==> src/rtl/cdce_readback_if.sv <==
// Pin-level bundle between the CDCE readback engine and its surroundings:
// request side (start/reg_addr/result/status) plus the SPI pins.
interface cdce_readback_if;
    logic        start;
    logic [3:0]  reg_addr;
    logic        miso;
    logic        cs_n;
    logic        mosi;
    logic        busy;
    logic [31:0] read_data;
    logic        read_valid;
    logic        addr_error;

    modport master (
        output start, reg_addr, miso,
        input  cs_n, mosi, busy, read_data, read_valid, addr_error
    );

    modport slave (
        input  start, reg_addr, miso,
        output cs_n, mosi, busy, read_data, read_valid, addr_error
    );
endinterface

==> src/rtl/cdce_readback.sv <==
// CDCE register readback engine: a 32-bit read command frame, a chip-select
// gap, then a 32-bit capture frame on miso. One SPI bit per clk_i cycle.
//
// state | meaning
// IDLE  | cs_n high, waiting for start
// CMD   | shifting command word out on mosi, LSB first
// GAP1  | cs_n high between command and readback frames
// READ  | shifting miso into the capture register, LSB first
// GAP2  | cs_n high after readback; result published on entry
module cdce_readback #(
    parameter int CS_GAP  = 4,
    parameter int MAX_REG = 8
) (
    input logic              clk_i,
    input logic              reset_i,
    cdce_readback_if.slave   bus_if
);

    typedef enum logic [2:0] {IDLE, CMD, GAP1, READ, GAP2} state_t;

    localparam logic [3:0] MAX_ADDR = 4'(MAX_REG);
    localparam logic [7:0] GAP_LOAD = 8'(CS_GAP - 1);
    localparam logic [5:0] BIT_LOAD = 6'd31;

    state_t      state_q, state_d;
    logic [5:0]  bit_cnt_q, bit_cnt_d;
    logic [7:0]  gap_cnt_q, gap_cnt_d;
    logic [31:0] cmd_q, cmd_d;
    logic [31:0] cap_q, cap_d;
    logic [31:0] read_data_q, read_data_d;
    logic        read_valid_q, read_valid_d;
    logic        addr_error_q, addr_error_d;
    logic        cs_n_q, cs_n_d;
    logic        mosi_q, mosi_d;
    logic        busy_q, busy_d;

    // Next-state, down-counter and next-output logic; outputs derive from
    // the next state so every pin is driven straight from a flop.
    always_comb begin
        state_d      = state_q;
        bit_cnt_d    = bit_cnt_q;
        gap_cnt_d    = gap_cnt_q;
        cmd_d        = cmd_q;
        cap_d        = cap_q;
        read_data_d  = read_data_q;
        read_valid_d = 1'b0;
        addr_error_d = 1'b0;

        case (state_q)
            IDLE: begin
                if (bus_if.start) begin
                    if (bus_if.reg_addr <= MAX_ADDR) begin
                        cmd_d     = {24'h000000, bus_if.reg_addr, 4'hE};
                        bit_cnt_d = BIT_LOAD;
                        state_d   = CMD;
                    end else begin
                        addr_error_d = 1'b1;
                    end
                end
            end
            CMD: begin
                cmd_d = {1'b0, cmd_q[31:1]};
                if (bit_cnt_q == 6'd0) begin
                    gap_cnt_d = GAP_LOAD;
                    state_d   = GAP1;
                end else begin
                    bit_cnt_d = bit_cnt_q - 6'd1;
                end
            end
            GAP1: begin
                if (gap_cnt_q == 8'd0) begin
                    bit_cnt_d = BIT_LOAD;
                    state_d   = READ;
                end else begin
                    gap_cnt_d = gap_cnt_q - 8'd1;
                end
            end
            READ: begin
                cap_d = {bus_if.miso, cap_q[31:1]};
                if (bit_cnt_q == 6'd0) begin
                    read_data_d  = cap_d;
                    read_valid_d = 1'b1;
                    gap_cnt_d    = GAP_LOAD;
                    state_d      = GAP2;
                end else begin
                    bit_cnt_d = bit_cnt_q - 6'd1;
                end
            end
            GAP2: begin
                if (gap_cnt_q == 8'd0) begin
                    state_d = IDLE;
                end else begin
                    gap_cnt_d = gap_cnt_q - 8'd1;
                end
            end
            default: state_d = IDLE;
        endcase

        cs_n_d = !((state_d == CMD) || (state_d == READ));
        busy_d = (state_d != IDLE);
        mosi_d = (state_d == CMD) ? cmd_d[0] : 1'b0;
    end

    // State, counters, shift registers and registered outputs.
    always_ff @(posedge clk_i) begin
        if (reset_i) begin
            state_q      <= IDLE;
            bit_cnt_q    <= 6'd0;
            gap_cnt_q    <= 8'd0;
            cmd_q        <= 32'h0;
            cap_q        <= 32'h0;
            read_data_q  <= 32'h0;
            read_valid_q <= 1'b0;
            addr_error_q <= 1'b0;
            cs_n_q       <= 1'b1;
            mosi_q       <= 1'b0;
            busy_q       <= 1'b0;
        end else begin
            state_q      <= state_d;
            bit_cnt_q    <= bit_cnt_d;
            gap_cnt_q    <= gap_cnt_d;
            cmd_q        <= cmd_d;
            cap_q        <= cap_d;
            read_data_q  <= read_data_d;
            read_valid_q <= read_valid_d;
            addr_error_q <= addr_error_d;
            cs_n_q       <= cs_n_d;
            mosi_q       <= mosi_d;
            busy_q       <= busy_d;
        end
    end

    assign bus_if.cs_n       = cs_n_q;
    assign bus_if.mosi       = mosi_q;
    assign bus_if.busy       = busy_q;
    assign bus_if.read_data  = read_data_q;
    assign bus_if.read_valid = read_valid_q;
    assign bus_if.addr_error = addr_error_q;

endmodule
==> src/flat_wrapper.sv <==
// flat-port wrapper written by rule: the top's interface ports become plain ports
module cdce_readback_flat 
#(
    parameter int CS_GAP  = 4,
    parameter int MAX_REG = 8
)
  (clk_i, reset_i, bus_if_start, bus_if_reg_addr, bus_if_miso, bus_if_cs_n, bus_if_mosi, bus_if_busy, bus_if_read_data, bus_if_read_valid, bus_if_addr_error);
  cdce_readback_if bus_if_i ();
  input logic clk_i;
  input logic reset_i;
  input wire logic [$bits(bus_if_i.start)-1:0] bus_if_start;
  input wire logic [$bits(bus_if_i.reg_addr)-1:0] bus_if_reg_addr;
  input wire logic [$bits(bus_if_i.miso)-1:0] bus_if_miso;
  output wire logic [$bits(bus_if_i.cs_n)-1:0] bus_if_cs_n;
  output wire logic [$bits(bus_if_i.mosi)-1:0] bus_if_mosi;
  output wire logic [$bits(bus_if_i.busy)-1:0] bus_if_busy;
  output wire logic [$bits(bus_if_i.read_data)-1:0] bus_if_read_data;
  output wire logic [$bits(bus_if_i.read_valid)-1:0] bus_if_read_valid;
  output wire logic [$bits(bus_if_i.addr_error)-1:0] bus_if_addr_error;
  assign bus_if_i.start = bus_if_start;
  assign bus_if_i.reg_addr = bus_if_reg_addr;
  assign bus_if_i.miso = bus_if_miso;
  assign bus_if_cs_n = bus_if_i.cs_n;
  assign bus_if_mosi = bus_if_i.mosi;
  assign bus_if_busy = bus_if_i.busy;
  assign bus_if_read_data = bus_if_i.read_data;
  assign bus_if_read_valid = bus_if_i.read_valid;
  assign bus_if_addr_error = bus_if_i.addr_error;
  cdce_readback #(.CS_GAP(CS_GAP), .MAX_REG(MAX_REG)) u_core (.clk_i(clk_i), .reset_i(reset_i), .bus_if(bus_if_i));
endmodule
==> config.mk <==
export PLATFORM = sky130hd
export DESIGN_NAME = cdce_readback_flat
export DESIGN_NICKNAME = d
export VERILOG_FILES = /design/src/rtl/cdce_readback_if.sv /design/src/rtl/cdce_readback.sv /design/src/flat_wrapper.sv
export SDC_FILE = /design/constraint.sdc
export NUM_CORES = 1
export LEC_CHECK = 0
export CAP_MARGIN = 0
export CORE_MARGIN = 3
export CORE_UTILIZATION = 54
export DETAILED_ROUTE_END_ITERATION = 6
export PLACE_DENSITY = 0.81
export SYNTH_ARGS = -nofsm -noshare
export SYNTH_HDL_FRONTEND = slang
export SYNTH_SLANG_ARGS = --single-unit
==> constraint.sdc <==
create_clock -name clk_i -period 2.7 [get_ports clk_i]
set_clock_uncertainty 0.2 [all_clocks]
set_input_delay 0.405 -clock clk_i [delete_from_list [all_inputs] [get_ports clk_i]]
set_output_delay 0.405 -clock clk_i [all_outputs]
set_load 0.02 [all_outputs]
; ---- Word level (Yosys, flattened, before mapping)
; Cells that the tools add are included.
[classes]
add_sub_neg = 2
magnitude_cmp = 1
n_eq_ne = 12
muxes = 20
bitwise = 4
reduce_logical = 18
[ops]
columns = cell, n
row1 = 32-bit two-way mux, 2
row2 = 32-bit one-hot mux with 2 select lines, 1
row3 = 6-bit two-way mux, 4
row4 = 3-bit two-way mux, 6
row5 = 6-bit one-hot mux with 3 select lines, 1
row6 = 8-bit two-way mux, 2
row7 = 8-bit one-hot mux with 2 select lines, 1
row8 = 3-bit one-hot mux with 5 select lines, 1
row9 = 3-bit by 2-bit == test with 1-bit output (second input constant), 3
row10 = 8-bit logical NOT, 1
row11 = 2-bit OR reduction, 4
row12 = 8-bit by 1-bit subtractor with 8-bit output (second input constant), 1
row13 = 3-bit by 1-bit == test with 1-bit output (second input constant), 2
row14 = 6-bit logical NOT, 1
row15 = 2-bit by 1-bit inequality test with 1-bit output (second input constant), 3
row16 = 2-bit inequality test (second input constant), 3
row17 = 3-bit AND reduction, 2
row18 = 3-bit nonzero test, 2
row19 = 6-bit by 1-bit subtractor with 6-bit output (second input constant), 1
row20 = 5-bit AND reduction, 1
row21 = 4-bit less-or-equal comparator (second input constant), 1
row22 = 1-bit inverter, 4
row23 = 2-bit nonzero test, 2
row24 = 3-bit == test (second input constant), 1
row25 = other kinds (6), 7
[word_totals]
ff_bits = 118
output_inout_bits = 37
word_cells = 69

; ---- Logic depth before layout (Yosys ltp)
[depth]
depth_word = 7
ltp_mapped = 7

; ---- Worst setup path after synthesis
; No wires, ideal clock.
[synth_timing]
path_type = register -> register
startpoint = register u_core.gap_cnt_q[0]
endpoint = register u_core.gap_cnt_q[3]
setup_time_ns = 0.070
t_arrival_ns = 1.658
required_time_ns = 2.430
path_slack_ns = 0.773
path_stages_with_launch = 7
path_buffers = 0
synth_period_minus_slack_ns = 1.927
cell_sequence = dfxtp_1 inv_1 ha_1 nor3b_1 a211o_1 or4_1 a21oi_1
[synth_between]
elab_chain_len = 3
elab_cells_between_ends = 6
[synth_rtl]
columns = element, line
row1 = "start, declared", cdce_readback.sv:27  ; logic [7:0] gap_cnt_q, gap_cnt_d;
row2 = "start signal, assigned", cdce_readback.sv:121  ; gap_cnt_q <= gap_cnt_d;
row3 = 8-bit by 1-bit subtractor with 8-bit output / 8-bit logical NOT (equally long branches), n/a
row4 = 8-bit two-way mux / 2-bit inequality test (equally long branches), n/a
row5 = 8-bit one-hot mux with 2 select lines / 3-bit AND reduction (equally long branches), n/a
; Parallel ways exist; a longest one is shown, timed or not. The select of a mux whose other input is x is not followed.
; A chain may end at the register's enable or synchronous reset.

; ---- Worst setup path after layout
[layout_timing]
startpoint = register u_core.bit_cnt_q[0]
endpoint = register u_core.read_data_q[3] (netlist: u_core.bus_if.read_data[3])
[layout_between]
elab_chain_len = 2
[layout_rtl]
columns = element, line
row1 = "start, declared", cdce_readback.sv:26  ; logic [5:0] bit_cnt_q, bit_cnt_d;
row2 = "start signal, assigned", cdce_readback.sv:120  ; bit_cnt_q <= bit_cnt_d;
row3 = 6-bit logical NOT, cdce_readback.sv:80  ; if (bit_cnt_q == 6'd0) begin
row4 = 2-bit AND reduction (no source line), n/a
row5 = "end signal, assigned", cdce_readback.sv:124  ; read_data_q <= read_data_d;
row6 = "end, declared", cdce_readback.sv:30  ; logic [31:0] read_data_q, read_data_d;
; Every way passes these cells.

==> run metrics <==
critical path endpoint u_core.bus_if.read_data[3]; CP Launch Point u_core.bit_cnt_q[0]; Slew Viols, Final 0; CP Launch Type flop; worst slew pin tran 0.807 ns; post-CTS setup buffer count 0; DRT Pass-1 Iters 5; DRC 0; Fillers 485; initial antenna violation count 0; Achievable Freq 0.464 GHz; Cell variety after synth 50; R2R Path End u_core.bus_if.read_data[3]; worst reg2reg path depth 7; Detail Route Antenna Nets 0; Placed Area 3970 um2; first-pass GRT wire length 12100 um; nets 418; Yosys top cell area share 0.533; clk_lat worst skew 0.35 ns; Hold Vio Cnt, Final 0; CTS tree done; synth top area cells dfxtp_1, a22o_1, nand2_1; Setup WS post-layout 0.543 ns; pre-CTS setup slack 0.363 ns; ratio of final minimum period to clock period 0.799; die extent in y 86.4 um; layout cells sized above 1 0.0823; synth warn 0; grt ovf 0; most frequent cells in the layout dfxtp_1, nand2_1, a21oi_1; switching share of power 0.270; Core Region 6100 um2; # hold bufs at CTS 0; antenna cell count 0; Sink Count 93; clock slew at reported path FFs 0.09 ns; Worst Path Max Fanout 32; Hold Slack 0.242 ns; vias 2854; sw power 744 uW; Num CTS Buffers 9; initial drt markers 242; crit end category flop; FF+latch area 1860 um2; Multi-input gate area 1500 um2; site row count 28; placed insts 472; I/O Buffers 44; Syn-to-layout area delta 19.8%; worst path required time 2.79 ns; Post-Synthesis Cells 370; FF-to-FF Start u_core.bit_cnt_q[0]; Clk pwr share 0.357; post-detail-place hpwl 4760 um; Crit Path Class reg2reg; EDFF count, synth 0; syn avg cell area 9.44 um2; Tmin final 2.16 ns; per-cell routed wire length 14.4 um; VDD IR-drop max 0.424 mV; critical path's largest stage delay 0.38 ns; sequential share of power 0.532; CTS resizes 0; H-tree Lvls 3; die span in x 86.4 um; Tot Pwr 2.76 mW; CP Cell Sequence inv_1 > ha_1 > nor4b_4 > nand3_1 > nor2_2 > buf_4 > a22o_1; via count of the first global-routing pass 2621; RSZ-0062 raised after global routing false; status finished clean; Pleak 1.49 nW; most area-hungry cell type in the Yosys netlist dfxtp_1; fin area 4180 um2; Crit path arrival time 2.25 ns; r2r setup slk 0.54 ns; commonest non-fill, non-tap cell in the layout dfxtp_1; post-synthesis sequential area ratio 0.533; Synth Flop Type dfxtp_1; setup TNS 0 ns; asr flop ratio synth 0; GP Congestion 0.871; highest-delay cell along the critical path nor4b_4; Slew headroom 0.454; IO Pins 45; endpoints failing setup 0; syn_nets 380; die area 7470 um2; worst hold path class in2reg; Detailed Route WL 7050 um; Starting Density 0.573; final core occ 0.686; gr usage total 0.198; PD cells 659 nW/um2; Internal Pwr Total 2.01 mW; post-synthesis cell area 3490 um2; Post-Layout Cell Count 488; combinational share of power 0.111; root buf cell clkbuf_8; largest net degree at the start of global routing 33; clk buf depth 2; Seq cells post-synth 93; # Max-Cap Violations 0; drt via density 5.85
[worst min path at each step]
stage | start | endpoint | cells after the start
after floorplan | u_core.cmd_q[4] | u_core.cmd_q[4] | 2
after global placement | u_core.cap_q[1] | u_core.cap_q[1] | 2
after CTS | reset_i | u_core.state_q[0] | 2
after detailed placement | u_core.cap_q[1] | u_core.cap_q[1] | 2
after global routing | reset_i | u_core.cmd_q[0] | 2
final | reset_i | u_core.state_q[0] | 2
[synthesized netlist by cell type (3+ instances only)]
master    count
nor2_1       18
nor2b_1       4
mux2i_1       4
a31oi_1       3
a21oi_1      45
buf_2         4
a211oi_1      5
nor4b_1       4
nor3b_1       3
inv_1         8
a22o_1       31
nand3_1       3
clkbuf_1     17
nor3_1        7
nand2b_1      4
dfxtp_1      93
and3_1        4
nand2_1      72
[power groups by stage]
stage,logic (mW),registers (mW),clock network [mW]
floorplan,0.233,1.49,0
global placement,0.291,1.49,0
detailed placement,0.304,1.50,0
CTS,0.306,1.46,0.998
global route,0.340,1.47,1.07
finish,0.306,1.47,0.984
[kinds of logic (layout without fill, tap and decap cells)]
| kind of cell | count (synthesis) | after routing | synth area share |
|---|---|---|---|
| AO/OA/AOI/OAI | 106 | 106 | 0.218 |
| XOR/XNOR | 3 | 3 | 0.00968 |
| adder cells (fa/ha/maj) | 2 | 2 | 0.00716 |
| buffers and inverters | 31 | 74 | 0.0380 |
| flip-flops | 93 | 93 | 0.533 |
| multiplexers | 4 | 4 | 0.0115 |
| AND/OR/NAND/NOR | 131 | 131 | 0.182 |
[final cells by class]
class,instances,area share
sequential,93,0.445
multi-input combinational,246,0.359
timing repair buffer,50,0.115
clock buffer,10,0.0329
tap,75,0.0224
clock inverter,6,0.0182
inverter,8,0.00718
[routing by layer]
layer | track usage | wire, um | vias up
met2 | 0.322 | 3310 | 90
met4 | 0.0765 | 110 | 0
met1 | 0.262 | 3270 | 1352
met5 | 0 | 0 | -
met3 | 0.0361 | 362 | 11
li1 | - | - | 1401
[registers in the layout (all words and copies together), names as in the netlist, 3 cells and up]
name,flops
u_core.bus_if.read_data,32
u_core.cap_q,31
u_core.cmd_q,8
u_core.gap_cnt_q,8
u_core.bit_cnt_q,6
u_core.state_q,3
[critical path, delay by kind of cell, from the launching register on]
family / cells / cell delay [ns]
AND/OR/NAND/NOR: 3 / 0.73
buffers and inverters: 2 / 0.39
flip-flops: 1 / 0.34
adder cells (fa/ha/maj): 1 / 0.23
AO/OA/AOI/OAI: 1 / 0.19
Power figures use the tool's default switching activity.
